$ cat src/rtl/panel_pkg.sv
`default_nettype none
// ============================================================================
//  Module      : panel_pkg
//  Description : Shared constants for the front-panel key arbiter: FSM state
//                encoding, synchronizer depth and default debounce length.
//  Revision    : 1.0 - initial release
// ============================================================================
package panel_pkg;

    localparam int unsigned c_SYNC_DEPTH              = 3;
    localparam int unsigned c_DEBOUNCE_CYCLES_DEFAULT = 50000;

    localparam int unsigned         c_STATE_W = 1;
    localparam logic [c_STATE_W-1:0] c_IDLE   = 1'b0;
    localparam logic [c_STATE_W-1:0] c_OFFER  = 1'b1;

endpackage
`default_nettype wire

$ cat src/rtl/sync_chain.sv
`default_nettype none
// ============================================================================
//  Module      : sync_chain
//  Description : Multi-flop synchronizer for asynchronous level inputs.
//  Revision    : 1.0 - initial release
// ============================================================================
module sync_chain #(
    parameter int unsigned WIDTH = 1,
    parameter int unsigned DEPTH = 3
) (
    input  logic             clk,
    input  logic             resetn,
    input  logic [WIDTH-1:0] i_data,
    output logic [WIDTH-1:0] o_data
);

    // Stage 0 is the metastability-exposed flop; DEPTH must be at least 2.
    logic [DEPTH-1:0][WIDTH-1:0] r_stage;

    always_ff @(posedge clk or negedge resetn) begin
        if (!resetn) begin
            r_stage <= '0;
        end else begin
            r_stage <= {r_stage[DEPTH-2:0], i_data};
        end
    end

    assign o_data = r_stage[DEPTH-1];

endmodule
`default_nettype wire

$ cat src/rtl/panel_key_arbiter.sv
`default_nettype none
// ============================================================================
//  Module      : panel_key_arbiter
//  Description : Synchronizes and debounces front-panel keys, records accepted
//                presses and offers them round-robin over a valid/ready port.
//  Revision    : 1.0 - initial release
// ============================================================================
module panel_key_arbiter
    import panel_pkg::*;
#(
    parameter int unsigned N_KEYS          = 8,
    parameter int unsigned DEBOUNCE_CYCLES = c_DEBOUNCE_CYCLES_DEFAULT
) (
    input  logic                      clk,
    input  logic                      reset,
    input  logic [N_KEYS-1:0]         key_raw,
    output logic                      cmd_valid,
    input  logic                      cmd_ready,
    output logic [$clog2(N_KEYS)-1:0] cmd_key,
    output logic [N_KEYS-1:0]         pending,
    output logic                      overrun,
    input  logic                      ovr_clear
);

    localparam int unsigned          c_KEY_W   = $clog2(N_KEYS);
    localparam int unsigned          c_CNT_W   = $clog2(DEBOUNCE_CYCLES);
    localparam logic [c_CNT_W-1:0]   c_CNT_MAX = c_CNT_W'(DEBOUNCE_CYCLES - 1);
    localparam logic [c_KEY_W-1:0]   c_LAST_RST = c_KEY_W'(N_KEYS - 1);

    logic                  w_resetn;
    logic [N_KEYS-1:0]     w_sync;
    logic [N_KEYS-1:0]     r_deb;
    logic [N_KEYS-1:0]     r_deb_d;
    logic [c_CNT_W-1:0]    r_cnt [N_KEYS];
    logic [N_KEYS-1:0]     w_press;

    logic [c_STATE_W-1:0]  r_state;
    logic [c_STATE_W-1:0]  w_state_nxt;
    logic                  w_offer;
    logic                  w_handshake;
    logic                  w_load_key;

    logic [c_KEY_W-1:0]    r_cmd_key;
    logic [c_KEY_W-1:0]    r_last_grant;
    logic [N_KEYS-1:0]     r_pending;
    logic                  r_overrun;

    logic [N_KEYS-1:0]     w_hs_mask;
    logic [N_KEYS-1:0]     w_pending_nxt;
    logic                  w_ovr_set;
    logic                  w_found;
    logic [c_KEY_W-1:0]    w_pick;
    logic [c_KEY_W-1:0]    w_cand;
    int unsigned           w_idx;

    assign w_resetn = ~reset;

    sync_chain #(
        .WIDTH (N_KEYS),
        .DEPTH (c_SYNC_DEPTH)
    ) u_sync (
        .clk    (clk),
        .resetn (w_resetn),
        .i_data (key_raw),
        .o_data (w_sync)
    );

    // Per-key debounce: the counter only runs while the synchronized level
    // disagrees with the accepted level; a single agreeing cycle restarts it.
    always_ff @(posedge clk or posedge reset) begin
        if (reset) begin
            r_deb   <= '0;
            r_deb_d <= '0;
            for (int k = 0; k < int'(N_KEYS); k++) begin
                r_cnt[k] <= '0;
            end
        end else begin
            r_deb_d <= r_deb;
            for (int k = 0; k < int'(N_KEYS); k++) begin
                if (w_sync[k] == r_deb[k]) begin
                    r_cnt[k] <= '0;
                end else if (r_cnt[k] == c_CNT_MAX) begin
                    r_cnt[k] <= '0;
                    r_deb[k] <= w_sync[k];
                end else begin
                    r_cnt[k] <= r_cnt[k] + 1'b1;
                end
            end
        end
    end

    assign w_press = r_deb & ~r_deb_d;

    // Round-robin search starting just after the last granted key.
    always_comb begin
        w_found = 1'b0;
        w_pick  = '0;
        w_idx   = 0;
        w_cand  = '0;
        for (int unsigned k = 1; k <= N_KEYS; k++) begin
            w_idx  = (32'(r_last_grant) + k) % N_KEYS;
            w_cand = c_KEY_W'(w_idx);
            if (!w_found && r_pending[w_cand]) begin
                w_found = 1'b1;
                w_pick  = w_cand;
            end
        end
    end

    // FSM: state register
    always_ff @(posedge clk or posedge reset) begin
        if (reset) begin
            r_state <= c_IDLE;
        end else begin
            r_state <= w_state_nxt;
        end
    end

    // FSM: next state
    always_comb begin
        w_state_nxt = r_state;
        case (r_state)
            c_IDLE:  if (w_found)     w_state_nxt = c_OFFER;
            c_OFFER: if (w_handshake) w_state_nxt = c_IDLE;
            default:                  w_state_nxt = c_IDLE;
        endcase
    end

    // FSM: outputs
    always_comb begin
        w_offer     = (r_state == c_OFFER);
        w_handshake = w_offer && cmd_ready;
        w_load_key  = (r_state == c_IDLE) && w_found;
    end

    // A press landing on the key being accepted re-arms it rather than
    // counting as a lost press.
    always_comb begin
        w_hs_mask = '0;
        if (w_handshake) begin
            w_hs_mask[r_cmd_key] = 1'b1;
        end
        w_pending_nxt = (r_pending & ~w_hs_mask) | w_press;
        w_ovr_set     = |(w_press & r_pending & ~w_hs_mask);
    end

    always_ff @(posedge clk or posedge reset) begin
        if (reset) begin
            r_cmd_key    <= '0;
            r_last_grant <= c_LAST_RST;
            r_pending    <= '0;
            r_overrun    <= 1'b0;
        end else begin
            if (w_load_key) begin
                r_cmd_key <= w_pick;
            end
            if (w_handshake) begin
                r_last_grant <= r_cmd_key;
            end
            r_pending <= w_pending_nxt;
            r_overrun <= w_ovr_set | (r_overrun & ~ovr_clear);
        end
    end

    assign cmd_valid = w_offer;
    assign cmd_key   = r_cmd_key;
    assign pending   = r_pending;
    assign overrun   = r_overrun;

endmodule
`default_nettype wire

$ cat config.mk
export PLATFORM = sky130hd
export DESIGN_NAME = panel_key_arbiter
export DESIGN_NICKNAME = d
export VERILOG_FILES = /design/src/rtl/panel_pkg.sv /design/src/rtl/sync_chain.sv /design/src/rtl/panel_key_arbiter.sv
export SDC_FILE = /design/constraint.sdc
export NUM_CORES = 1
export LEC_CHECK = 0
export CAP_MARGIN = 20
export CORE_ASPECT_RATIO = 1.2
export CORE_MARGIN = 2
export CORE_UTILIZATION = 50
export DETAILED_ROUTE_END_ITERATION = 7
export HOLD_SLACK_MARGIN = 0.06
export PLACE_DENSITY = 0.71
export SKIP_CTS_REPAIR_TIMING = 1
export SLEW_MARGIN = 10
export SYNTH_ARGS = -nofsm -noshare
export SYNTH_HDL_FRONTEND = slang
export SYNTH_SLANG_ARGS = --single-unit
$ cat constraint.sdc
create_clock -name clk -period 11.4 [get_ports clk]
set_input_delay 3.42 -clock clk [delete_from_list [all_inputs] [get_ports clk]]
set_output_delay 3.42 -clock clk [all_outputs]
set_load 0.02 [all_outputs]
Yosys cells after proc, flatten, opt, wreduce, memory -nomap -nowiden
Index checks and enable logic that the tools add are counted.

Flip-flop bits (word level): 184. Input bits: 12. Logic and storage cells: 166.

Add/sub/neg operators: 16. Order comparisons: 10. Eq/ne operators: 16. Muxes and demuxes: 54. Bitwise gates (word level): 19. Reduce and logical (&&, ||, !) cells: 26.

Operators with widths (count): 16-bit two-way mux (16); 16-bit by 1-bit adder with 16-bit output (second input constant) (8); 16-bit == test (second input constant) (8); 3-bit by 4-bit < comparator with 1-bit output (second input constant) (9); 8-bit AND (4); 1-bit binary-select mux with 3-bit select (8); 3-bit two-way mux (8); 1-bit two-way mux (19); 8-bit NOT (2); 2-bit AND reduction (8); 3-bit adder (second input constant) (4); 1-bit logical AND (10); 1-bit NOT (10); 1-bit == test (8); 8-bit two-way mux (1); 8-bit bitwise OR (1); 8-bit OR reduction (1); 1-bit zero test (7); 3-bit by 1-bit adder with 3-bit output (second input constant) (2); 3-bit by 2-bit adder with 3-bit output (second input constant) (2); 1-bit demux with 3-bit select (1); 3-bit by 1-bit greater-or-equal comparator with 1-bit output (second input constant) (1); 1-bit case mux with 2 select lines (1); 1-bit AND (1); 1-bit bitwise OR (1).

Longest topological paths before layout
Gate-level depths: netlist of the first run.

Depth after elaboration: 27. Mapped depth: 12.

Cells and area by module
From an unflattened synthesis of the first run, not the netlist that was laid out.

Cell total of the unflattened synthesis: 856. Area, all modules: 8707.1 sq um.

Modules (own cells, without submodules): panel_key_arbiter (instances 1, cells an instance 824, area each 8046.5 sq um, sequential area each 4007.6 sq um); sync_chain (instances 1, cells an instance 32, area each 660.6 sq um, sequential area each 600.6 sq um).

Least setup slack after synthesis of the first run
No wires, ideal clock.

Path type: input-to-reg. Start point: in cmd_ready. End point: reg r_overrun (netlist: overrun). Library setup time: 129 ps. Arrival: 4316 ps. Required time: 11271 ps. Path slack: 6956 ps. Cell stages on the path: 6. Buffers on the path: 0. Path through: nand2_1 -> or2_2 -> o31ai_1 -> nor3_1 -> nor3_1 -> nand3_1.

Cells in the longest elaborated chain, start to end: 6.

RTL lines: from (decl) (line panel_key_arbiter.sv:18) `input logic cmd_ready,`; 1-bit logical AND (line panel_key_arbiter.sv:132) `w_handshake = w_offer && cmd_ready;`; 8-bit two-way mux (line panel_key_arbiter.sv:140) `if (w_handshake) begin`; 8-bit NOT (line panel_key_arbiter.sv:144) `w_ovr_set = |(w_press & r_pending & ~w_hs_mask);`; 8-bit AND (line panel_key_arbiter.sv:144); 8-bit OR reduction (line panel_key_arbiter.sv:144); 1-bit bitwise OR (line panel_key_arbiter.sv:161) `r_overrun <= w_ovr_set | (r_overrun & ~ovr_clear);`; to (signal assigned) (line panel_key_arbiter.sv:161); to (decl) (line panel_key_arbiter.sv:46) `logic r_overrun;`.

Every way passes these cells. A chain may end at the register's enable or synchronous reset.

Worst setup path in the final report of the first run
Start point: reg r_cmd_key[1] (netlist: cmd_key[1]). End point: out cmd_key[1].

RTL lines: from (decl) (line panel_key_arbiter.sv:43) `logic [c_KEY_W-1:0] r_cmd_key;`; from (signal assigned) (line panel_key_arbiter.sv:155) `r_cmd_key <= w_pick;`; to (decl) (line panel_key_arbiter.sv:19) `output logic [$clog2(N_KEYS)-1:0] cmd_key,`.

No word-level cell between the ends.

==> summary.txt, run 1 <==
Power
  • Pleak: roughly 4.2 nW
  • VDD IR max: between 100 and 150 uV
  • Total power: roughly 1.9 mW
  • Pwr per Cell Area: 199 mW/mm^2

STA
  • Fmax: between 150 and 200 MHz
  • RSZ-0062 raised after global routing: no
  • Final worst slack: approximately 6.4 ns
  • Slew Limit Fails: 0
  • Tcrit/Tclk final: 43.9%
  • Hold Slack: 0.345 ns
  • Fin. Hold Viols: 0
  • Setup violators final: 0
  • TNS Setup: 0 ns
  • Worst-Margin Slew: 0.826 ns
  • Minimum clock period: between 5 and 6 ns
  • Relative slew slack: approximately 45%
  • Clock Skew: around 0.01 ns

Placement
  • Gpl congestion: approximately 0.87
  • Dpl hpwl: around 11000 um
  • Worst slack at placement: about 6.0 ns
  • Cells after DPL: 1070
  • Placed cell area: approximately 0.009 mm^2
  • Port buffer count: 24

Critical path
  • Crit end category: output pin
  • Worst setup path end: cmd_key[1]
  • Number of cells on the critical path: 1
  • CP top delay family: buffers and inverters
  • CP Cell Sequence: clkdlybuf4s50_1
  • CP Launch Type: flip-flop
  • Reg2Reg Depth: 9
  • Critical-path top delay cell: clkdlybuf4s50_1
  • Worst reg2reg endpoint: cmd_key[0]
  • Crit path required time: 7.98 ns
  • Crit path launch: cmd_key[1]
  • Worst r2r src: r_last_grant[0]
  • WS Path Type: reg2out
  • Worst Path Arrival: approximately 1.6 ns
  • Crit path buf inv count: 1
  • Slowest Stage Delay on Critical Path: 0.67 ns
  • CP max FO: 8
  • R2r setup slk: 7.82 ns

Drt
  • Drt total wl: about 16000 um
  • DRC violations left: 0
  • ANT nets after route: 0
  • 1st-pass router iterations: 5
  • Drt initial violations: roughly 410
  • Routed WL per cell: between 10 and 15 um
  • Routed vias/inst: 5.38
  • Vias: 5931

Yosys
  • Most frequent cell after synthesis: dfrtp_1
  • Post-synth top area share: approximately 52%
  • Unique masters post-synth: 52
  • Cell count after synthesis: around 850
  • Area contributors post-synth: dfrtp_1, nor2_1, xnor2_1, xor2_1, nand3_1
  • Mapped Area: slightly below 0.009 mm^2
  • Synth cell count leaders: dfrtp_1, nor2_1, xnor2_1, nand2_1
  • Leading area contributor after synthesis: dfrtp_1
  • Yosys warns: 0
  • Synth Net Count: 870
  • Sequential share of the synthesized area: a little over half
  • EDFF count, synth: 0
  • Synthesis-stage register bit count: 184
  • Mean Syn Cell Area: 10.2 um^2
  • Dominant synthesized flop cell: dfrtp_1
  • Async SR Flop Fraction: 100%

Clocking
  • Clock tree buffer depth: 2
  • Clock transition at path regs: 0.07 ns
  • Cts bufs inserted: 17
  • CTS tree: built
  • Clk root buf: clkbuf_16
  • # clock sinks: about 180
  • Clk_lat worst skew: around 0.43 ns
  • H-Tree Depth: 4

GRT
  • Vias in the first global route: between 5000 and 6000
  • GRT Util Overall: 18.7%
  • Largest net degree at the start of global routing: 126
  • Total grt overflow: 0
  • Global-route wire length before repair: about 27000 um
  • Initial antenna violation count: 0

Floorplanning
  • Die span in y: between 100 and 150 um
  • CORE AREA: ~0.017 mm^2
  • Boundary Pins: 25
  • Rows: between 50 and 60
  • Die width: about 120 um
  • Starting Density: between 50% and 60%
  • Die ar.: 0.0184 mm^2

Worst hold path
  • HP Class: reg2reg

Final layout
  • FF/Latch Area: between 0.004 and 0.005 mm^2
  • Finished Layout Cells: approximately 1100
  • Area growth syn-to-layout: 12.3%
  • Fillers: about 1400
  • Design Area, Final: slightly below 0.01 mm^2
  • Final core occ: a little under three fifths
  • # nets final: 896
  • Multi-input combinational cell area: approximately 0.0039 mm^2
  • Layout cells sized above 1: 7.34%
  • Antenna Cells: 0

Run status
  • Status: complete, no violations

Flow run
  • Max-cap viol count: 0
-- cell type report --
type | count | area share (%)
tap | 216 | 2.78
clock buffer | 18 | 4.42
inverter | 25 | 1.04
timing repair buffer | 26 | 2.63
sequential | 184 | 47.5
multi-input combinational | 620 | 39.7
clock inverter | 13 | 1.96
-- registers in the layout, indices dropped and copies added, names as in the netlist --
name            count
cmd_key             3
cmd_valid           1
r_last_grant        3
u_sync.r_stage     16
pending             8
overrun             1
r_deb_d             8
r_deb               8
u_sync.o_data       8
r_cnt             128
-- per-layer routing --
| metal | vias to the layer above | GRT usage (%) | part of all wire (%) |
|---|---|---|---|
| met5 | - | 0 | 0 |
| met4 | 0 | 6.40 | 1.9 |
| met3 | 24 | 4.68 | 2.8 |
| met2 | 86 | 31.4 | 51 |
| met1 | 2889 | 23.4 | 44 |
| li1 | 2932 | - | - |
-- cell usage in the layout (no fill, tap or decap), drive strengths merged, types with 6 or more instances in the layout --
master / synthesis / layout
nand3: 51 / 51
dfrtp: 181 / 181
clkbuf: 15 / 18
nor2: 160 / 160
or2: 7 / 7
clkdlybuf4s50: 0 / 24
and3: 35 / 35
xnor2: 68 / 68
o21ai: 29 / 29
a21oi: 9 / 9
nand4: 22 / 22
nor4: 11 / 11
xor2: 51 / 51
inv: 25 / 30
mux4: 9 / 9
ha: 10 / 10
nor3: 25 / 25
nand2: 67 / 67
mux2i: 6 / 6
mux2: 12 / 12
-- cell families after synthesis --
| kind of cell | after synthesis | synth area share (%) |
|---|---|---|
| buffers and inverters | 44 | 2.11 |
| multiplexers | 27 | 4.96 |
| AND/OR/NAND/NOR | 404 | 21.8 |
| XOR/XNOR | 119 | 12.1 |
| flip-flops | 184 | 53.3 |
| adder cells (fa/ha/maj) | 10 | 1.45 |
| AO/OA/AOI/OAI | 60 | 4.33 |
-- where the power goes --
| group | internal, mW | switching, mW |
|---|---|---|
| Clock | 0.369 | 0.248 |
| Sequential | 0.693 | 0.0750 |
| Combinational | 0.244 | 0.301 |
-- worst min path at each step --
stage                                  from            endpoint  slack, ns  cells after the start
final                     u_sync.r_stage[1]   u_sync.r_stage[9]       0.34                      0
after global routing      u_sync.r_stage[1]   u_sync.r_stage[9]       0.35                      0
after CTS                 u_sync.r_stage[1]   u_sync.r_stage[9]       0.35                      0
after detailed placement  u_sync.r_stage[2]  u_sync.r_stage[10]       0.34                      0
after global placement    u_sync.r_stage[2]  u_sync.r_stage[10]       0.33                      0
after floorplan           u_sync.r_stage[8]    u_sync.o_data[0]       0.33                      0
(Power assumes the default switching activity.)
==> inputs of run 2 (changes only) <==
- PLACE_DENSITY: 0.71 -> 0.73
- clock period: 11.4 -> 4.44 ns (I/O delays scaled with it)
==> run 2 against run 1 <==
Clock skew is 0.0016 ns higher. Clock power grew 140%. Setup slack worse by 5.2 ns. Sequential share of layout area increased by 0.086 points. Sequential power increased to 2.5 times the previous value. Critical endpoint is now cmd_key[0]. Cell area decreased by 0.18%. Highest routed layer unchanged.
==> summary.txt, run 2 (synthesis gave the netlist of run 1 again) <==
Floorplanning
  • Starting Density: 51.1%
  • Die span in y: 148 um
  • Die width: about 120 um
  • Boundary Pins: 25
  • Die ar.: 0.0184 mm^2
  • Rows: 52
  • CORE AREA: ~0.017 mm^2

Final layout
  • Most flop-heavy register: r_cnt
  • Most common cell after layout, fill and taps aside: dfrtp_1
  • Biggest registers after layout: r_cnt x128, u_sync.r_stage x16
  • Most frequent cells in the layout: dfrtp_1, nor2_1, xnor2_1, nand2_1
  • Layout cells sized above 1: around 7.7%
  • # nets final: 897
  • Antenna Cells: 0
  • Area growth syn-to-layout: 12.1%
  • Largest register FFs: 128

GRT
  • GRT Util Overall: approximately 18%
  • Largest net degree at the start of global routing: ~190
  • Total grt overflow: 0
  • Initial antenna violation count: 0
  • Global-route wire length before repair: 26500 um
  • Vias in the first global route: about 5700

STA
  • Hold Slack: between 0.3 and 0.4 ns
  • TNS Setup: 0 ns
  • Tcrit/Tclk final: slightly above 70%
  • Minimum clock period: about 3.2 ns
  • RSZ-0062 raised after global routing: no
  • Worst-Margin Slew: 0.991 ns
  • Fmax: 311 MHz
  • Setup violators final: 0
  • Fin. Hold Viols: 0
  • Relative slew slack: about 34%
  • Slew Limit Fails: 0
  • Clock Skew: 0.0114 ns

Power
  • Pleak: roughly 4.2 nW
  • Pwr per Cell Area: ~500 mW/mm^2
  • VDD IR max: about 320 uV

Drt
  • Routed WL per cell: about 14 um
  • ANT nets after route: 0
  • 1st-pass router iterations: 5
  • Routed vias/inst: 5.41
  • Drt initial violations: 384
  • DRC violations left: 0
  • Drt total wl: roughly 15000 um
  • Vias: ~6000

Critical path
  • Crit path required time: 4.82 ns
  • Worst Path Arrival: about 3.6 ns
  • CP Launch Type: flip-flop
  • CP max FO: 17
  • Crit end category: flip-flop
  • WS Path Type: reg2reg
  • R2r setup slk: roughly 1.2 ns

Clocking
  • H-Tree Depth: 4
  • CTS tree: built
  • Cts bufs inserted: 17
  • # clock sinks: about 180
  • Clk_lat worst skew: around 0.44 ns
  • Clock transition at path regs: ~0.080 ns
  • Clk root buf: clkbuf_16
  • Clock tree buffer depth: 2

Flow run
  • Max-cap viol count: 0

Worst hold path
  • HP Class: reg2reg

Placement
  • Dpl hpwl: ~10000 um
  • Port buffer count: 24
  • Gpl congestion: 0.920

Run status
  • Status: complete, no violations
## run 2: critical path: stages, from the launching register on
cell and delay (ns):
dfstp_2 0.72, inv_2 0.16, ha_1 0.27, xor2_1 0.34
mux4_2 0.65, a41oi_2 0.30, and4_1 0.26, nor4_1 0.05
o32ai_1 0.23, mux2_2 0.19
## run 2: final timing paths
check,start,to,cells past startpoint
hold reg to reg,u_sync.r_stage[14],u_sync.o_data[6],0
setup reg to reg,r_last_grant[1],cmd_key[0],9
hold / removal,u_sync.r_stage[14],u_sync.o_data[6],0
min in group asynchronous,reset,r_cnt[3],3
setup / recovery,r_last_grant[1],cmd_key[0],9
max in group asynchronous,reset,r_cnt[98],3
## run 2: layout make-up
type / instances / area, um^2
clock inverters: 15 / 160
repair buffers: 27 / 275
inverters: 25 / 97.6
fillers: 1445 / 7220
well taps: 216 / 270
clock buffers: 17 / 425
flip-flops and latches: 184 / 4610
multi-input cells: 620 / 3860
## run 2: metal layers
layer  wire length, um  up-vias  GRT usage [%]  part of all wire [%]
met3               492       34           3.64                   3.2
met2              7410      104           28.6                    48
li1                  -     2944              -                     -
met4               421        0           7.75                   2.7
met1              7140     2894           24.8                    46
met5                 0        -              0                     0
## run 2: where the power goes
group | leakage, nW | switching (mW) | internal [mW] | total [mW]
registers | 2.47 | 0.172 | 1.78 | 1.95
clock network | 0.286 | 0.693 | 0.797 | 1.49
logic | 1.44 | 0.802 | 0.630 | 1.43
total | 4.19 | 1.67 | 3.20 | 4.87
## run 2: stage by stage
step	cell area, um^2	setup WS (ns)	cells	power (mW)	util (%)
6_report	9690	1.23	1104	4.87	57.3
5_1_grt	9690	1.08	1104	5.10	57.3
4_1_cts	9690	1.24	1103	4.88	57.3
3_5_place_dp	9100	1.25	1071	3.38	53.8
3_3_place_gp	9100	1.28	1071	3.40	53.8
2_1_floorplan	8650	0.746	848	2.99	-
==> inputs of run 3 (changes only) <==
- PLACE_DENSITY: 0.73 -> 0.71
- clock period: 4.44 -> 3.03 ns (I/O delays scaled with it)
==> run 3 against run 2 <==
Via count up 0.40%. Maximum frequency up 10%. Clock power up 43%. Critical endpoint unchanged. Largest cell class unchanged. Largest power group unchanged.
==> summary.txt, run 3 (synthesis gave the netlist of run 1 again) <==
Clocking
  • Clock transition at path regs: around 0.07 ns
  • Clock tree buffer depth: 2
  • Clk root buf: clkbuf_16
  • CTS tree: built
  • # clock sinks: between 150 and 200
  • Clk_lat worst skew: roughly 0.43 ns
  • H-Tree Depth: 4
  • Cts bufs inserted: 17

Drt
  • DRC violations left: 0
  • Vias: 6000
  • 1st-pass router iterations: 5
  • Routed vias/inst: ~5.4
  • Routed WL per cell: roughly 14 um
  • ANT nets after route: 0
  • Drt initial violations: 428
  • Drt total wl: around 16000 um

Floorplanning
  • CORE AREA: 0.0169 mm^2
  • Starting Density: 51.1%
  • Rows: 52
  • Die width: approximately 120 um
  • Die span in y: around 150 um
  • Boundary Pins: 25
  • Die ar.: between 0.015 and 0.02 mm^2

GRT
  • Global-route wire length before repair: 27000 um
  • Initial antenna violation count: 0
  • GRT Util Overall: a little under a fifth
  • Largest net degree at the start of global routing: 54
  • Total grt overflow: 0
  • Vias in the first global route: about 6000

Flow run
  • Max-cap viol count: 0

STA
  • Fin. Hold Viols: 0
  • TNS Setup: 0 ns
  • Tcrit/Tclk final: 96.1%
  • Worst-Margin Slew: between 0.5 and 0.6 ns
  • Slew Limit Fails: 0
  • Hold Slack: 0.349 ns
  • Clock Skew: about 0.0089 ns
  • Relative slew slack: 66.1%
  • Fmax: 343 MHz
  • Final worst slack: between 0.1 and 0.15 ns
  • RSZ-0062 raised after global routing: no
  • Setup violators final: 0
  • Minimum clock period: 2.91 ns

Final layout
  • Design Area, Final: 0.00980 mm^2
  • Biggest registers after layout: r_cnt x128, u_sync.r_stage x16
  • Layout cells sized above 1: around 8.6%
  • Most flop-heavy register: r_cnt
  • Most frequent cells in the layout: dfrtp_1, nor2_1, xnor2_1, nand2_1
  • Area growth syn-to-layout: 13.3%
  • Antenna Cells: 0
  • Largest register FFs: 128
  • Most common cell after layout, fill and taps aside: dfrtp_1
  • # nets final: a little over 900

Placement
  • Placed cell area: ~0.0092 mm^2
  • Gpl congestion: approximately 0.97
  • Dpl hpwl: roughly 11000 um
  • Port buffer count: 24
  • Worst slack at placement: roughly 0.16 ns

Critical path
  • Slowest Stage Delay on Critical Path: 0.62 ns
  • Reg2Reg Depth: 9
  • Number of cells on the critical path: 9
  • WS Path Type: reg2reg
  • Crit path required time: 3.40 ns
  • Crit path buf inv count: 1
  • Worst r2r src: r_last_grant[0]
  • Worst setup path end: cmd_key[0]
  • CP max FO: 6
  • Crit end category: flip-flop
  • CP Cell Sequence: inv_1, ha_1, xor2_1, mux4_2, a41oi_2, and4_1, nor4_1, o32ai_1, mux2_2
  • CP top delay family: multiplexers
  • Critical-path top delay cell: mux4_2
  • Worst Path Arrival: around 3.3 ns
  • Crit path launch: r_last_grant[0]
  • CP Launch Type: flip-flop
  • R2r setup slk: ~0.12 ns
  • Worst reg2reg endpoint: cmd_key[0]

Power
  • Pwr per Cell Area: between 700 and 800 mW/mm^2
  • Total power: a little over 7 mW
  • Pleak: between 4 and 5 nW
  • VDD IR max: around 480 uV

Run status
  • Status: complete, no violations

Worst hold path
  • HP Class: reg2reg
[run 3: cell count changes in the layout (fill, tap and decap cells not counted), sizes merged]
cell      change
buf          +11
inv           -2
clkinv        -1
clkbuf        +1
clkinvlp      +1
[run 3: power breakdown]
part	internal [mW]	total, mW	leakage (nW)	switching, mW
Clock	1.16	2.13	0.276	0.976
Combinational	1.01	2.21	1.51	1.20
Sequential	2.60	2.81	2.47	0.208
Total	4.77	7.15	4.25	2.39
[run 3: worst register-to-register path, delay by kind of cell (launching register included)]
family                     cells  cell delay [ns]
muxes                          2             0.82
AOI/OAI and AO/OA              2             0.57
DFF                            1             0.57
and+or+nand+nor                2             0.31
adders and majority gates      1             0.27
xor gates and xnor gates       1             0.26
buffers and inverters          1             0.06
[run 3: layout make-up]
type / instances / area [um^2]
inverter: 25 / 97.6
sequential: 184 / 4610
clock buffer: 18 / 429
multi-input combinational: 620 / 3860
clock inverter: 13 / 140
timing repair buffer: 38 / 395
tap: 216 / 270
fill: 1432 / 7120
[run 3: worst min path at each step]
stage / startpoint / end / slack, ns / depth (start not counted)
detailed placement: u_sync.r_stage[11] / u_sync.o_data[3] / 0.33 / 0
floorplan: u_sync.r_stage[8] / u_sync.o_data[0] / 0.33 / 0
global route: u_sync.r_stage[5] / u_sync.r_stage[13] / 0.35 / 0
finish: u_sync.r_stage[11] / u_sync.o_data[3] / 0.35 / 0
global placement: u_sync.r_stage[1] / u_sync.r_stage[9] / 0.33 / 0
CTS: u_sync.r_stage[11] / u_sync.o_data[3] / 0.35 / 0
[run 3: routing by layer]
metal  share of wire [%]  vias to the layer above  GRT usage [%]
li1                    -                     2969              -
met1                  47                     2883           24.3
met2                  48                      112           29.2
met3                 3.0                       36           3.91
met4                 2.7                        0           8.20
met5                   0                        -              0
[run 3: stage by stage]
stage / util (%) / std cells
floorplan: - / 848
global placement: 54.5 / 1083
detailed placement: 54.5 / 1083
CTS: 57.9 / 1114
global route: 57.9 / 1114
finish: 57.9 / 1114
